$ cat src/rtl/regfile_write_arbiter.sv
// regfile_write_arbiter
//   Two-requester round-robin arbiter in front of a single register-file
//   write port. Requester A is the ALU writeback, requester B the load unit.
//   A grant (x_ready) is combinational in the request cycle; the selected
//   write reaches the register file one cycle later on we/waddr/wdata.
//
// Ports
//   clk           single clock, rising edge
//   rst_n         synchronous active-low reset
//   hold          pipeline stall, suppresses all grants
//   a_valid/a_rd/a_data/a_ready   requester A handshake
//   b_valid/b_rd/b_data/b_ready   requester B handshake
//   we/waddr/wdata                registered register-file write port
//   grant_id      registered source of the current write (0 = A, 1 = B)
//   conflict_cnt  saturating count of cycles where both requested unstalled
module regfile_write_arbiter #(
  parameter int DATA_W = 32,
  parameter int ADDR_W = 5
) (
  input  logic              clk,
  input  logic              rst_n,
  input  logic              hold,
  input  logic              a_valid,
  input  logic [ADDR_W-1:0] a_rd,
  input  logic [DATA_W-1:0] a_data,
  output logic              a_ready,
  input  logic              b_valid,
  input  logic [ADDR_W-1:0] b_rd,
  input  logic [DATA_W-1:0] b_data,
  output logic              b_ready,
  output logic              we,
  output logic [ADDR_W-1:0] waddr,
  output logic [DATA_W-1:0] wdata,
  output logic              grant_id,
  output logic [7:0]        conflict_cnt
);

  function automatic logic [7:0] sat_inc8(input logic [7:0] v);
    sat_inc8 = (v == 8'hFF) ? v : v + 8'd1;
  endfunction

  // Round-robin pointer: 1 means B was granted last, so A wins next tie.
  logic              last;
  logic              gnt_a_p0;
  logic              gnt_b_p0;
  logic              xfer_p0;
  logic              contend_p0;
  logic [ADDR_W-1:0] sel_rd_p0;
  logic [DATA_W-1:0] sel_data_p0;

  logic              vld_p1;
  logic [ADDR_W-1:0] waddr_p1;
  logic [DATA_W-1:0] wdata_p1;
  logic              gid_p1;
  logic [7:0]        cnt_p1;

  // ---- stage p0: combinational arbitration in the request cycle ----
  always_comb begin
    gnt_a_p0    = 1'b0;
    gnt_b_p0    = 1'b0;
    sel_rd_p0   = a_rd;
    sel_data_p0 = a_data;
    if (rst_n && !hold) begin
      gnt_a_p0 = a_valid && (!b_valid || last);
      gnt_b_p0 = b_valid && (!a_valid || !last);
    end
    if (gnt_b_p0) begin
      sel_rd_p0   = b_rd;
      sel_data_p0 = b_data;
    end
  end

  assign xfer_p0    = gnt_a_p0 || gnt_b_p0;
  assign contend_p0 = a_valid && b_valid && !hold;
  assign a_ready    = gnt_a_p0;
  assign b_ready    = gnt_b_p0;

  // ---- stage p1: registered write port ----
  always_ff @(posedge clk) begin
    if (!rst_n) begin
      last     <= 1'b1;
      vld_p1   <= 1'b0;
      waddr_p1 <= '0;
      wdata_p1 <= '0;
      gid_p1   <= 1'b0;
      cnt_p1   <= 8'd0;
    end else begin
      if (xfer_p0) begin
        last     <= gnt_b_p0;
        // x0 is hardwired zero: the handshake completes but nothing is written.
        vld_p1   <= (sel_rd_p0 != '0);
        waddr_p1 <= sel_rd_p0;
        wdata_p1 <= sel_data_p0;
        gid_p1   <= gnt_b_p0;
      end else begin
        vld_p1   <= 1'b0;
      end
      if (contend_p0) begin
        cnt_p1 <= sat_inc8(cnt_p1);
      end
    end
  end

  assign we           = vld_p1;
  assign waddr        = waddr_p1;
  assign wdata        = wdata_p1;
  assign grant_id     = gid_p1;
  assign conflict_cnt = cnt_p1;

endmodule

$ cat config.mk
export PLATFORM = sky130hd
export DESIGN_NAME = regfile_write_arbiter
export DESIGN_NICKNAME = d
export VERILOG_FILES = /design/src/rtl/regfile_write_arbiter.sv
export SDC_FILE = /design/constraint.sdc
export NUM_CORES = 1
export LEC_CHECK = 0
export CELL_PAD_IN_SITES_DETAIL_PLACEMENT = 0
export CELL_PAD_IN_SITES_GLOBAL_PLACEMENT = 2
export CORE_UTILIZATION = 19
export DETAILED_ROUTE_END_ITERATION = 8
export HOLD_SLACK_MARGIN = 0.08
export MAX_ROUTING_LAYER = met4
export PLACE_DENSITY_LB_ADDON = 0.1
export SYNTH_ARGS = -nofsm -noshare
export SYNTH_HDL_FRONTEND = slang
export SYNTH_SLANG_ARGS = --single-unit
$ cat constraint.sdc
create_clock -name clk -period 1.56 [get_ports clk]
set_input_delay 0.312 -clock clk [delete_from_list [all_inputs] [get_ports clk]]
set_output_delay 0.312 -clock clk [all_outputs]
set_load 0.005 [all_outputs]
==> metrics.txt <==
# TYPE chip_impl_metric gauge
chip_impl_info{name="outcome",value="finished clean"} 1
chip_impl_metric{name="syn-cell-area",unit="sq um"} 2105
chip_impl_metric{name="total_die_area",unit="sq um"} 11500
chip_impl_metric{name="worst-endpoint-required",unit="ns"} 1.25
chip_impl_metric{name="cts-hold-fix-buffers",unit=""} 0
chip_impl_metric{name="diodes",unit=""} 0
chip_impl_info{name="startpoint_of_the_most_critical_setup_path",value="conflict_cnt[6]"} 1
chip_impl_metric{name="cts_post_setup_buffers_inserted",unit=""} 0
chip_impl_info{name="clock_tree.root_cell",value="sky130_fd_sc_hd__clkbuf_8"} 1
chip_impl_info{name="cp_top_family",value="buffers and inverters"} 1
chip_impl_info{name="ys_dominant_reg_cell",value="sky130_fd_sc_hd__dfxtp_1"} 1
chip_impl_info{name="most-common-layout-cells",value="120 x sky130_fd_sc_hd__clkdlybuf4s50_1, 83 x sky130_fd_sc_hd__nand2_1, 41 x sky130_fd_sc_hd__dfxtp_1"} 1
chip_impl_metric{name="vdd_drop_max",unit="uV"} 327.6
chip_impl_metric{name="grt_pass1_wl",unit="microns"} 11740
chip_impl_metric{name="min_period_over_period",unit="%"} 96.51
chip_impl_info{name="mostFrequentLayoutCell",value="sky130_fd_sc_hd__clkdlybuf4s50_1"} 1
chip_impl_info{name="critical_path.endpoint_type",value="output port"} 1
chip_impl_metric{name="layout-drive-gt1-share",unit="%"} 8.696
chip_impl_metric{name="cts-htree-levels",unit=""} 2
chip_impl_metric{name="synthesized_nets",unit=""} 348
chip_impl_metric{name="numPortBuffers",unit=""} 127
chip_impl_metric{name="finalHoldViolations",unit=""} 0
chip_impl_metric{name="clock_skew",unit="ns"} 0.009013
chip_impl_metric{name="clk_pin_slew",unit="ns"} 0.10
chip_impl_metric{name="cp.buffers_inverters",unit=""} 1
chip_impl_metric{name="fin_crit",unit="ns"} 1.506
chip_impl_metric{name="max_cap_viol_count",unit=""} 0
chip_impl_metric{name="ys_ff_latch",unit=""} 48
chip_impl_metric{name="reg2regPathDepth",unit=""} 5
chip_impl_metric{name="setup_viol",unit=""} 0
chip_impl_metric{name="layout.filler_cells",unit=""} 1160
chip_impl_metric{name="synthesis.instances",unit=""} 268
chip_impl_metric{name="final_net_count",unit=""} 471
chip_impl_info{name="setup.worst_path.class",value="reg -> out"} 1
chip_impl_metric{name="first_global_vias",unit=""} 2291
chip_impl_metric{name="leakagePower",unit="nW"} 1.289
chip_impl_metric{name="yosysWarningCount",unit=""} 0
chip_impl_info{name="reg2reg_to",value="conflict_cnt[1]"} 1
chip_impl_metric{name="clk_path_buf_depth",unit=""} 2
chip_impl_info{name="rsz0062_at_grt",value="false"} 1
chip_impl_metric{name="numCtsBuffers",unit=""} 5
chip_impl_metric{name="route.met2.wl",unit="microns"} 3542
chip_impl_metric{name="tritoncts_num_sinks",unit=""} 48
chip_impl_metric{name="drt_first_pass_iters",unit=""} 4
chip_impl_metric{name="met3_wirelength",unit="microns"} 530
chip_impl_metric{name="synth-async-reset-ratio",unit="%"} 0
chip_impl_metric{name="mean_post_synth_cell_area",unit="sq um"} 7.853
chip_impl_metric{name="route.final.wire_length",unit="microns"} 7439
chip_impl_metric{name="global_router_s_overall_resource_usage",unit="%"} 13.51
chip_impl_metric{name="antenna_found_initial",unit=""} 0
chip_impl_metric{name="place.detailed.hpwl",unit="microns"} 5081
chip_impl_metric{name="hold-worst-slack",unit="ns"} 0.4256
chip_impl_metric{name="pwr_density_cell",unit="nW/um^2"} 719.0
chip_impl_info{name="critical_path.cell_chain",value="clkdlybuf4s50_1"} 1
chip_impl_metric{name="die_w",unit="microns"} 107.2
chip_impl_metric{name="boundary_pins",unit=""} 128
chip_impl_info{name="worst_path_max_delay_cell",value="sky130_fd_sc_hd__clkdlybuf4s50_1"} 1
chip_impl_metric{name="area_growth",unit="%"} 72.06
chip_impl_metric{name="routedWlPerCell",unit="microns"} 14.01
chip_impl_metric{name="critical_path_cell_count",unit=""} 1
chip_impl_metric{name="detailedRoute.firstIterationViolations",unit=""} 69
chip_impl_metric{name="place_congestion",unit=""} 0.7161
chip_impl_metric{name="regToRegSetupSlack",unit="ns"} 0.17
chip_impl_metric{name="grt_start_max_net_pins",unit=""} 77
chip_impl_metric{name="netlist-cell-type-count",unit=""} 34
chip_impl_metric{name="arrival_time_worst_endpoint",unit="ns"} 1.19
chip_impl_info{name="worst_r2r_startpoint",value="conflict_cnt[1]"} 1
chip_impl_metric{name="timing_max_transition_violations_final",unit=""} 0
chip_impl_info{name="tritoncts_clock_tree",value="built"} 1
chip_impl_metric{name="worstPathMaxFanout",unit=""} 5
chip_impl_info{name="crit_path_start_kind",value="flip-flop"} 1
chip_impl_metric{name="count_of_nets_left_with_antenna_violations_after_detail_routing",unit=""} 0
chip_impl_metric{name="multi_input_area",unit="sq um"} 1045
chip_impl_metric{name="die_height",unit="microns"} 107.2
chip_impl_metric{name="via_count",unit=""} 2309
chip_impl_metric{name="critical_path.max_stage_delay",unit="ns"} 0.51
chip_impl_metric{name="clk_latency",unit="ns"} 0.30
chip_impl_metric{name="totalPowerFinal",unit="mW"} 2.604
chip_impl_metric{name="worst_slew_pin_slew",unit="ns"} 0.4977
chip_impl_metric{name="met1Wirelength",unit="microns"} 3264
chip_impl_metric{name="layout.area.seq",unit="sq um"} 974.7
chip_impl_info{name="top_signal_layer_used",value="met4"} 1
chip_impl_info{name="tightest_hold_check_type",value="in -> reg"} 1
chip_impl_metric{name="grt_overflow",unit=""} 0
chip_impl_metric{name="start_util",unit="%"} 19.50
chip_impl_metric{name="core_area",unit="sq um"} 10790
chip_impl_metric{name="drc_errors",unit=""} 0
chip_impl_metric{name="placementRows",unit=""} 38
chip_impl_metric{name="synth-edff-count",unit=""} 0
chip_impl_metric{name="layout_cells_excl_fill",unit=""} 531
chip_impl_metric{name="placedCellCount",unit=""} 524
chip_impl_metric{name="fmax",unit="GHz"} 0.6642
chip_impl_metric{name="synth_sequential_area_ratio",unit="%"} 45.66
chip_impl_info{name="setup.worst_path.end",value="conflict_cnt[6]"} 1
chip_impl_metric{name="timing.slew.headroom",unit="%"} 66.82
chip_impl_metric{name="detail_route.vias_per_cell",unit=""} 4.348
==> registers in the layout (all words and copies together), names as in the netlist <==
name	flops
conflict_cnt	8
grant_id	1
last	1
waddr	5
wdata	32
we	1
==> cell type report <==
type                            instances  area share (%)
Clock buffer                            6           2.004
Clock inverter                          1          0.1382
Inverter                                2          0.2073
Multi-Input combinational cell        197           28.85
Sequential cell                        48           26.92
Tap cell                              140           4.838
Timing Repair Buffer                  137           37.04
==> logic make-up (layout without fill, tap and decap cells) <==
family | Yosys count | after routing | share of synthesized area, %
multiplexers | 3 | 3 | 1.427
adder cells (fa/ha/maj) | 1 | 1 | 0.5944
flip-flops | 48 | 48 | 45.66
AND/OR/NAND/NOR | 106 | 106 | 22.12
AO/OA/AOI/OAI | 84 | 84 | 23.42
XOR/XNOR | 3 | 3 | 1.249
buffers and inverters | 23 | 146 | 5.529
==> power breakdown <==
group          internal [mW]  switching, mW  total (mW)
Combinational          0.344          0.191       0.535
Sequential              1.29         0.0329        1.32
Clock                  0.307          0.442       0.749
Total                   1.94          0.666        2.60
==> cells in the mapped netlist (2+ instances only) <==
library cell                n  share of area, %
sky130_fd_sc_hd__or4_1      2              0.71
sky130_fd_sc_hd__and2_1     3              0.89
sky130_fd_sc_hd__nand2_1   83                15
sky130_fd_sc_hd__o21ai_0   38               9.0
sky130_fd_sc_hd__o21ai_1    2              0.48
sky130_fd_sc_hd__buf_6      2               1.1
sky130_fd_sc_hd__clkbuf_1   9               1.6
sky130_fd_sc_hd__buf_2      9               2.1
sky130_fd_sc_hd__a31oi_1   37                11
sky130_fd_sc_hd__nand3_2    2              0.95
sky130_fd_sc_hd__nor2_1     2              0.36
sky130_fd_sc_hd__nor2b_1    2              0.59
sky130_fd_sc_hd__dfxtp_1   48                46
sky130_fd_sc_hd__nand2b_1   4               1.2
sky130_fd_sc_hd__xnor2_1    3               1.2
sky130_fd_sc_hd__mux2i_1    3               1.4
sky130_fd_sc_hd__o211ai_1   2              0.71
==> repair_timing <==
| item | 4_1_cts | 5_1_grt |
|---|---|---|
| endpoints found under the setup margin | 46 | 46 |
| gates resized for setup | 21 | 6 |
| endpoints found under the hold margin | 0 | 0 |
| cloned | 0 | 0 |
==> worst min-delay path by stage <==
stage | cells after the start | startpoint | to | slack, ns
2_1_floorplan | 2 | grant_id | grant_id | 0.46
3_3_place_gp | 2 | grant_id | grant_id | 0.45
3_5_place_dp | 2 | wdata[14] | wdata[14] | 0.46
4_1_cts | 3 | rst_n | last | 0.42
5_1_grt | 3 | rst_n | last | 0.44
6_report | 3 | rst_n | last | 0.43
==> layer usage <==
metal / up-vias / GRT usage, %
met5: - / -
li1: 1171 / -
met2: 80 / 21.98
met3: 7 / 3.587
met1: 1051 / 16.28
met4: 0 / 4.207
==> metrics by stage <==
step / instance area (sq um) / setup TNS, ns / utilization, % / setup WS (ns)
2_1_floorplan: 2105 / 0 / - / 0.2656
3_3_place_gp: 3517 / -19.85 / 32.59 / -0.4728
3_5_place_dp: 3517 / -20.89 / 32.59 / -0.5044
5_1_grt: 3621 / 0 / 33.55 / 0.01053
4_1_cts: 3607 / 0 / 33.42 / 0.002149
6_report: 3621 / 0 / 33.55 / 0.05444
(Power assumes the default switching activity.)
